## config.mk

```make
export PLATFORM = sky130hd
export DESIGN_NAME = fpu_operand_loader
export DESIGN_NICKNAME = d
export VERILOG_FILES = /design/src/rtl/fpu_operand_loader.sv
export SDC_FILE = /design/constraint.sdc
export NUM_CORES = 1
export LEC_CHECK = 0
export ABC_AREA = 1
export BUFFER_PORTS_ARGS = -buffer_cell sky130_fd_sc_hd__buf_2
export CAP_MARGIN = 20
export CORE_MARGIN = 1
export CORE_UTILIZATION = 53
export DETAILED_ROUTE_END_ITERATION = 10
export PLACE_DENSITY_LB_ADDON = 0.12
export SLEW_MARGIN = 20
export SYNTH_ARGS = -nofsm -noshare
export SYNTH_HDL_FRONTEND = slang
export SYNTH_SLANG_ARGS = --single-unit
export TNS_END_PERCENT = 5
```

## constraint.sdc

```tcl
create_clock -name clock -period 2.3 [get_ports clock]
set_input_delay 0 -clock clock [delete_from_list [all_inputs] [get_ports clock]]
set_output_delay 0 -clock clock [all_outputs]
set_load 0.1 [all_outputs]
```

## src/rtl/fpu_operand_loader.sv

```systemverilog
// Operand loader for the 10-bit FPU: gathers A, B and opcode from the pad bus over
// three write strobes, then fires a one-cycle start and waits for calc_done.
module fpu_operand_loader #(
    parameter int WIDTH       = 10,
    parameter int OP_W        = 4,
    parameter int SYNC_STAGES = 2
) (
    input  logic             clock,
    input  logic             reset,
    input  logic [11:0]      in,
    input  logic             calc_done,
    output logic [WIDTH-1:0] num1,
    output logic [WIDTH-1:0] num2,
    output logic [OP_W-1:0]  op,
    output logic             start,
    output logic             busy,
    output logic             err
);

    localparam int LAST = SYNC_STAGES - 1;

    typedef enum logic [2:0] {
        IDLE      = 3'd0,
        GOT_A     = 3'd1,
        GOT_B     = 3'd2,
        FIRE      = 3'd3,
        WAIT_DONE = 3'd4
    } state_t;

    logic [11:0]      sync_r [SYNC_STAGES];
    logic             strobe_prev_r;
    logic             event_r;
    logic             clear_r;
    logic [WIDTH-1:0] payload_r;

    state_t           state_r, state_s;
    logic [WIDTH-1:0] num1_r, num1_s;
    logic [WIDTH-1:0] num2_r, num2_s;
    logic [OP_W-1:0]  op_r, op_s;
    logic             err_r, err_s;
    logic             start_r;
    logic             busy_r;

    // Pad synchronizer: the whole bus moves together so payload stays aligned with strobe
    always_ff @(posedge clock or posedge reset) begin
        if (reset) begin
            for (int i = 0; i < SYNC_STAGES; i++) begin
                sync_r[i] <= 12'h000;
            end
        end else begin
            sync_r[0] <= in;
            for (int i = 1; i < SYNC_STAGES; i++) begin
                sync_r[i] <= sync_r[i-1];
            end
        end
    end

    // Rising-edge detect on the synced strobe, registered together with its payload
    always_ff @(posedge clock or posedge reset) begin
        if (reset) begin
            strobe_prev_r <= 1'b0;
            event_r       <= 1'b0;
            clear_r       <= 1'b0;
            payload_r     <= '0;
        end else begin
            strobe_prev_r <= sync_r[LAST][11];
            event_r       <= sync_r[LAST][11] & ~strobe_prev_r;
            clear_r       <= sync_r[LAST][10];
            payload_r     <= sync_r[LAST][WIDTH-1:0];
        end
    end

    // Next-state and capture decode for the load sequence
    always_comb begin
        state_s = state_r;
        num1_s  = num1_r;
        num2_s  = num2_r;
        op_s    = op_r;
        err_s   = err_r;
        case (state_r)
            IDLE: begin
                if (event_r && clear_r) begin
                    err_s = 1'b0;
                end else if (event_r) begin
                    num1_s  = payload_r;
                    state_s = GOT_A;
                end else begin
                    state_s = IDLE;
                end
            end
            GOT_A: begin
                if (event_r && clear_r) begin
                    err_s   = 1'b0;
                    state_s = IDLE;
                end else if (event_r) begin
                    num2_s  = payload_r;
                    state_s = GOT_B;
                end else begin
                    state_s = GOT_A;
                end
            end
            GOT_B: begin
                if (event_r && clear_r) begin
                    err_s   = 1'b0;
                    state_s = IDLE;
                end else if (event_r) begin
                    op_s    = payload_r[OP_W-1:0];
                    state_s = FIRE;
                end else begin
                    state_s = GOT_B;
                end
            end
            FIRE: begin
                // calc_done here is too early to be meaningful and is dropped
                state_s = WAIT_DONE;
            end
            WAIT_DONE: begin
                if (event_r) begin
                    err_s = 1'b1;
                end else begin
                    err_s = err_r;
                end
                if (calc_done) begin
                    state_s = IDLE;
                end else begin
                    state_s = WAIT_DONE;
                end
            end
            default: begin
                state_s = IDLE;
            end
        endcase
    end

    // State, operand and flag registers; start/busy are decoded from the next state
    always_ff @(posedge clock or posedge reset) begin
        if (reset) begin
            state_r <= IDLE;
            num1_r  <= '0;
            num2_r  <= '0;
            op_r    <= '0;
            err_r   <= 1'b0;
            start_r <= 1'b0;
            busy_r  <= 1'b0;
        end else begin
            state_r <= state_s;
            num1_r  <= num1_s;
            num2_r  <= num2_s;
            op_r    <= op_s;
            err_r   <= err_s;
            start_r <= (state_s == FIRE);
            busy_r  <= (state_s == WAIT_DONE);
        end
    end

    assign num1  = num1_r;
    assign num2  = num2_r;
    assign op    = op_r;
    assign start = start_r;
    assign busy  = busy_r;
    assign err   = err_r;

endmodule

```

==> reports/results.ini, run 1 <==
[cts]
clk_latency_ns = 0.33
cts.reportedPaths.clkPinSlew_ns = 0.07
cts_sinks = 67
clk_path_buf_depth = 2
htreeDepth = 3
cts_buffers = 9
tritoncts = done
clk_root_buffer_cell = clkbuf_8

[floorplanning]
die_area_mm2 = 0.004480
num_rows = 23
start_util_pct = 55.47
die_w_um = 66.94
core-area_mm2 = 0.004029
pin_count = 42
die_y_um = 66.94

[logic_synthesis]
synth_compound_area_share_pct = 0.7839
synth.avg_cell_area_um2 = 12.70
synth-xor-area-share_pct = 0
yosys.area_share.simple_pct = 20.10
synth_top_family_by_area = simple AND/OR/NAND/NOR gates
muxShareOfSynthArea_pct = 0
synthAdderAreaFrac_pct = 0
synth_fp_nets = 191
yosys_register_bits = 67
synth_cell_types = 17
netlist_area_mm2 = 0.002235
ys_warn_count = 0
syn-instance-count = 176
seq_area_frac_synth_pct = 75.03

[run]
maxCapViolations = 0

[detailed_routing]
drt_iter0_drc = 51
dr.pass1.iters = 4
drt_wl_total_um = 3866
antenna_left = 0
vias = 1444
routedWlPerCell_um = 13.24
via_per_inst = 4.945
drcViolationCount = 0

[timing]
whs_ns = 0.3065
fin_crit_ns = 1.427
tns_ns = 0
report.final.slew_viol_count = 0
worstMarginPinSlew_ns = 0.8079
clock.fmax_ghz = 0.7006
period_share_pct = 62.06
final-hold-violation-count = 0
rsz0062_at_grt = false
max_slew_margin_pct = 46.06
clock_skew_ns = 0.002765
setup_viol = 0

[placement]
dp_hpwl_um = 2531
place_congestion = 0.7923
port_buffers = 41

[grt]
antenna_found_initial = 0
grt_overflow = 0
grt_pass1_wl_um = 6258
grtUsageTotal_pct = 20.04
grt_pass1_vias = 1409
grt_max_degree = 43

[final_layout]
layout_common_cells = dfrtp_1 (67), nand2_1 (52), buf_2 (41)
diodes = 0
fill_cells = 296
fin_nets = 252
regArea_mm2 = 0.001677
final_common_cell = dfrtp_1
multi_input_area_um2 = 466.7
area_growth_pct = 26.37
drive_gt1_share_pct = 28.51

[hold_path]
hp-class = in -> reg

[critical_path]
critPathCapture = op[0]
ff2ff_path_depth = 4
worstPathMaxFanout = 17
startpoint = state_r[2]
r2r_slack_ns = 0.87
crit_required_ns = 2.52
crit_type = reg -> reg
r2r-start = state_r[2]
r2r-end = op[0]
cp-start-kind = flop
cp_data_arrival_time_ns = 1.64
endpoint_kind = flop

[status]
outcome = completed

repair_timing:
item	CTS	global route
hold endpoints to repair	54	0
buffers inserted	0	0
resized for setup	0	0
hold buffers	14	0
routing by layer:
layer / vias up / GRT usage [%] / share of wire [%]
met4: 0 / 13.30 / 2.5
met1: 682 / 25.29 / 46
met3: 11 / 6.336 / 5.3
met5: - / 0 / 0
li1: 698 / - / -
met2: 53 / 29.42 / 46
flip-flops by register name (all words and copies together) (netlist names):
signal	flops
busy	1
clear_r	1
err	1
event_r	1
num1	10
num2	10
op	4
payload_r	10
start	1
state_r	3
strobe_prev_r	1
sync_r	24
final cells by class:
type	instances	area share [%]
Tap cell	50	2.215
Clock inverter	4	2.570
Timing Repair Buffer	57	12.76
Inverter	8	1.063
Sequential cell	67	59.37
Multi-Input combinational cell	94	16.53
Clock buffer	12	5.494
Yosys cell counts:
cell type   n  area (um2)
buf_4       3       22.52
nor2_8      1       20.02
buf_2       1       5.000
nand4_1    15       93.84
buf_6       3       33.78
nand3_2     2       20.02
nand3_1    15       75.07
nand2_1    52       195.2
nor2_4      2       22.52
inv_2       2       7.510
inv_1       6       22.52
dfrtp_1    67        1677
nor2_2      1       6.260
nand2_2     2       12.51
o22ai_1     2       12.51
nor2_1      1       3.750
a21oi_1     1       5.000
stage by stage:
stage	instance area, um2	setup slack (ns)	cells	util (%)
after global placement	2456	0.9757	262	60.96
after detailed placement	2456	0.9082	262	60.96
after floorplan	2235	0.6168	176	-
after CTS	2824	0.8998	292	70.09
after global routing	2824	0.7657	292	70.09
final	2824	0.8727	292	70.09
critical path: stages, from the launching register on:
cell and delay [ns]:
dfrtp_1 0.47, nor2_4 0.36, nand3_1 0.28, nand2_1 0.14, nand2_1 0.07
worst min path at each step:
stage / slack, ns / end / startpoint / depth (start not counted)
detailed placement: 0.11 / sync_r[18] / in[6] / 1
global route: 0.30 / sync_r[19] / in[7] / 2
finish: 0.31 / sync_r[23] / in[11] / 2
floorplan: 0.03 / sync_r[12] / in[0] / 0
CTS: 0.29 / sync_r[23] / in[11] / 2
global placement: 0.11 / sync_r[19] / in[7] / 1
logic make-up (layout without fill, tap and decap cells):
group,after synthesis,in the layout
buf+inv,15,81
simple gates,91,91
compound gates,3,3
flops,67,67
Power of run 1 is left out: the tool's default activity adds up to more than one toggle a clock period on the data nets, which glitch-free logic cannot reach.
==> run 2, diff against run 1 <==
Settings changed: CORE_UTILIZATION 53 to 48.
Clock period 2.3 ns to 1.3 ns, I/O delays scaled along.
==> run 2 against run 1 <==
  * Clock skew up 0.0061 ns
  * Register-to-register slack worse by 0.78 ns
  * Clock-buffer cell count down 3
  * Routed wire length down 3.2%
  * Highest routed layer unchanged
  * Critical path depth unchanged
  * Critical endpoint is now op[1]
  * Die area up 10%
  * Sequential cell count unchanged
  * Setup slack worse by 0.78 ns
  * Via count down 0.62%
  * Final cell count up 2.1%
  * Maximum frequency up 19%
==> reports/results.ini, run 2 (synthesis results as in run 1) <==
[run]
maxCapViolations = 0  ; unchanged

[critical_path]
startpoint = state_r[2]  ; unchanged
r2r_slack_ns = 0.1  ; was 0.87 ns
cp_data_arrival_time_ns = 1.42  ; was 1.64 ns
crit_required_ns = 1.52  ; was 2.52 ns
r2r-start = state_r[2]  ; unchanged
r2r-end = op[1]  ; was op[0]
worstPathMaxFanout = 8  ; was 17
cp-start-kind = flop  ; unchanged
ff2ff_path_depth = 4  ; unchanged
crit_type = reg -> reg  ; unchanged
endpoint_kind = flop  ; unchanged

[detailed_routing]
routedWlPerCell_um = 12.56  ; was 13.24 um
drt_wl_total_um = 3742  ; was 3866 um
drcViolationCount = 0  ; unchanged
via_per_inst = 4.815  ; was 4.945
vias = 1435  ; was 1444
antenna_left = 0  ; unchanged
drt_iter0_drc = 108  ; was 51
dr.pass1.iters = 4  ; unchanged

[final_layout]
largest_reg_flops = 24  ; unchanged
diodes = 0  ; unchanged
area_growth_pct = 29.51  ; was 26.37%
fin_nets = 256  ; was 252
final_common_cell = dfrtp_1  ; unchanged
regMostFlops = sync_r  ; unchanged
drive_gt1_share_pct = 30.49  ; was 28.51%
final_design_area_no_fill_mm2 = 0.002894  ; was 0.002824 mm2
regArea_mm2 = 0.001677  ; unchanged
multi_input_area_um2 = 486.7  ; was 466.7 um2
fill_cells = 351  ; was 296
layout_common_cells = dfrtp_1 (67), nand2_1 (52), buf_2 (41)  ; unchanged

[floorplanning]
die_y_um = 70.23  ; was 66.94 um
core-area_mm2 = 0.004414  ; was 0.004029 mm2
num_rows = 24  ; was 23
start_util_pct = 50.62  ; was 55.47%
die_w_um = 70.23  ; was 66.94 um
pin_count = 42  ; unchanged
die_area_mm2 = 0.004932  ; was 0.004480 mm2

[timing]
final-hold-violation-count = 0  ; unchanged
worstMarginPinSlew_ns = 0.4902  ; was 0.8079 ns
rsz0062_at_grt = true  ; was false
tns_ns = 0  ; unchanged
clock.fmax_ghz = 0.8304  ; was 0.7006 GHz
clock_skew_ns = 0.008900  ; was 0.002765 ns
setup_slack_ns = 0.09576  ; was 0.8727 ns
max_slew_margin_pct = 67.55  ; was 46.06%
setup_viol = 0  ; unchanged
fin_crit_ns = 1.204  ; was 1.427 ns
period_share_pct = 92.63  ; was 62.06%
whs_ns = 0.2251  ; was 0.3065 ns
report.final.slew_viol_count = 0  ; unchanged

[placement]
placedInstanceArea_mm2 = 0.002517  ; was 0.002456 mm2
dp_worst_setup_slack_ns = 0.06787  ; was 0.9082 ns
port_buffers = 41  ; unchanged
place_congestion = 0.8500  ; was 0.7923
dp_hpwl_um = 2617  ; was 2531 um

[grt]
grt_max_degree = 30  ; was 43
grtUsageTotal_pct = 17.91  ; was 20.04%
grt_pass1_wl_um = 6534  ; was 6258 um
antenna_found_initial = 0  ; unchanged
grt_overflow = 0  ; unchanged
grt_pass1_vias = 1457  ; was 1409

[cts]
clk_latency_ns = 0.33  ; about the same
clk_path_buf_depth = 2  ; unchanged
cts_setup_buffers = 0  ; unchanged
cts_sinks = 67  ; unchanged
tritoncts = done  ; unchanged
clk_root_buffer_cell = clkbuf_8  ; unchanged
cts.reportedPaths.clkPinSlew_ns = 0.07  ; about the same
htreeDepth = 3  ; unchanged
cts_buffers = 9  ; unchanged

[hold_path]
hp-class = in -> async  ; was in -> reg

[status]
outcome = completed  ; unchanged

run 2: cell count changes in the layout (fill, tap and decap cells not counted), sizes merged:
cell	previous run	this run
clkinv	1	2
clkinvlp	1	4
buf	43	47
inv	8	7
clkbuf	12	9
run 2: repair_timing:
item,4_1_cts,5_1_grt
gates resized for setup,0,3
setup endpoints to repair,0,12
hold buffers,14,0
endpoints found under the hold margin,56,0
run 2: stage by stage:
step                      util (%)  std cells
final                        65.56        298
after detailed placement     57.03        268
after floorplan                  -        176
after CTS                    65.11        298
after global routing         65.56        298
after global placement       57.03        268
run 2: cell type report:
type / instances / share of cell area (%)
sequential: 67 / 57.93
multi-input combinational: 94 / 16.82
timing repair buffer: 61 / 14.35
clock buffer: 9 / 4.280
clock inverter: 7 / 3.199
tap: 52 / 2.248
inverter: 8 / 1.167
run 2: worst max-delay path: stages (launching register included):
cell,delay (ns)
dfrtp_1,0.47
nor2_4,0.26
nand3_2,0.18
nand2_1,0.11
nand2_1,0.06
run 2: metal layers:
layer / vias up / wire (um) / GRT usage (%)
met4: 0 / 70 / 11.33
li1: 706 / - / -
met3: 8 / 175 / 4.762
met2: 44 / 1838 / 27.72
met5: - / 0 / 0
met1: 677 / 1658 / 22.29
run 2: worst max path at each step:
stage / endpoint / slack, ns / cells past startpoint
global placement: op[1] / 0.08 / 4
CTS: op[1] / 0.02 / 4
global route: op[1] / -0.007 / 4
floorplan: err / 0.15 / 2
finish: op[1] / 0.1 / 4
detailed placement: op[1] / 0.07 / 4
Power of run 2 is left out for the same reason.
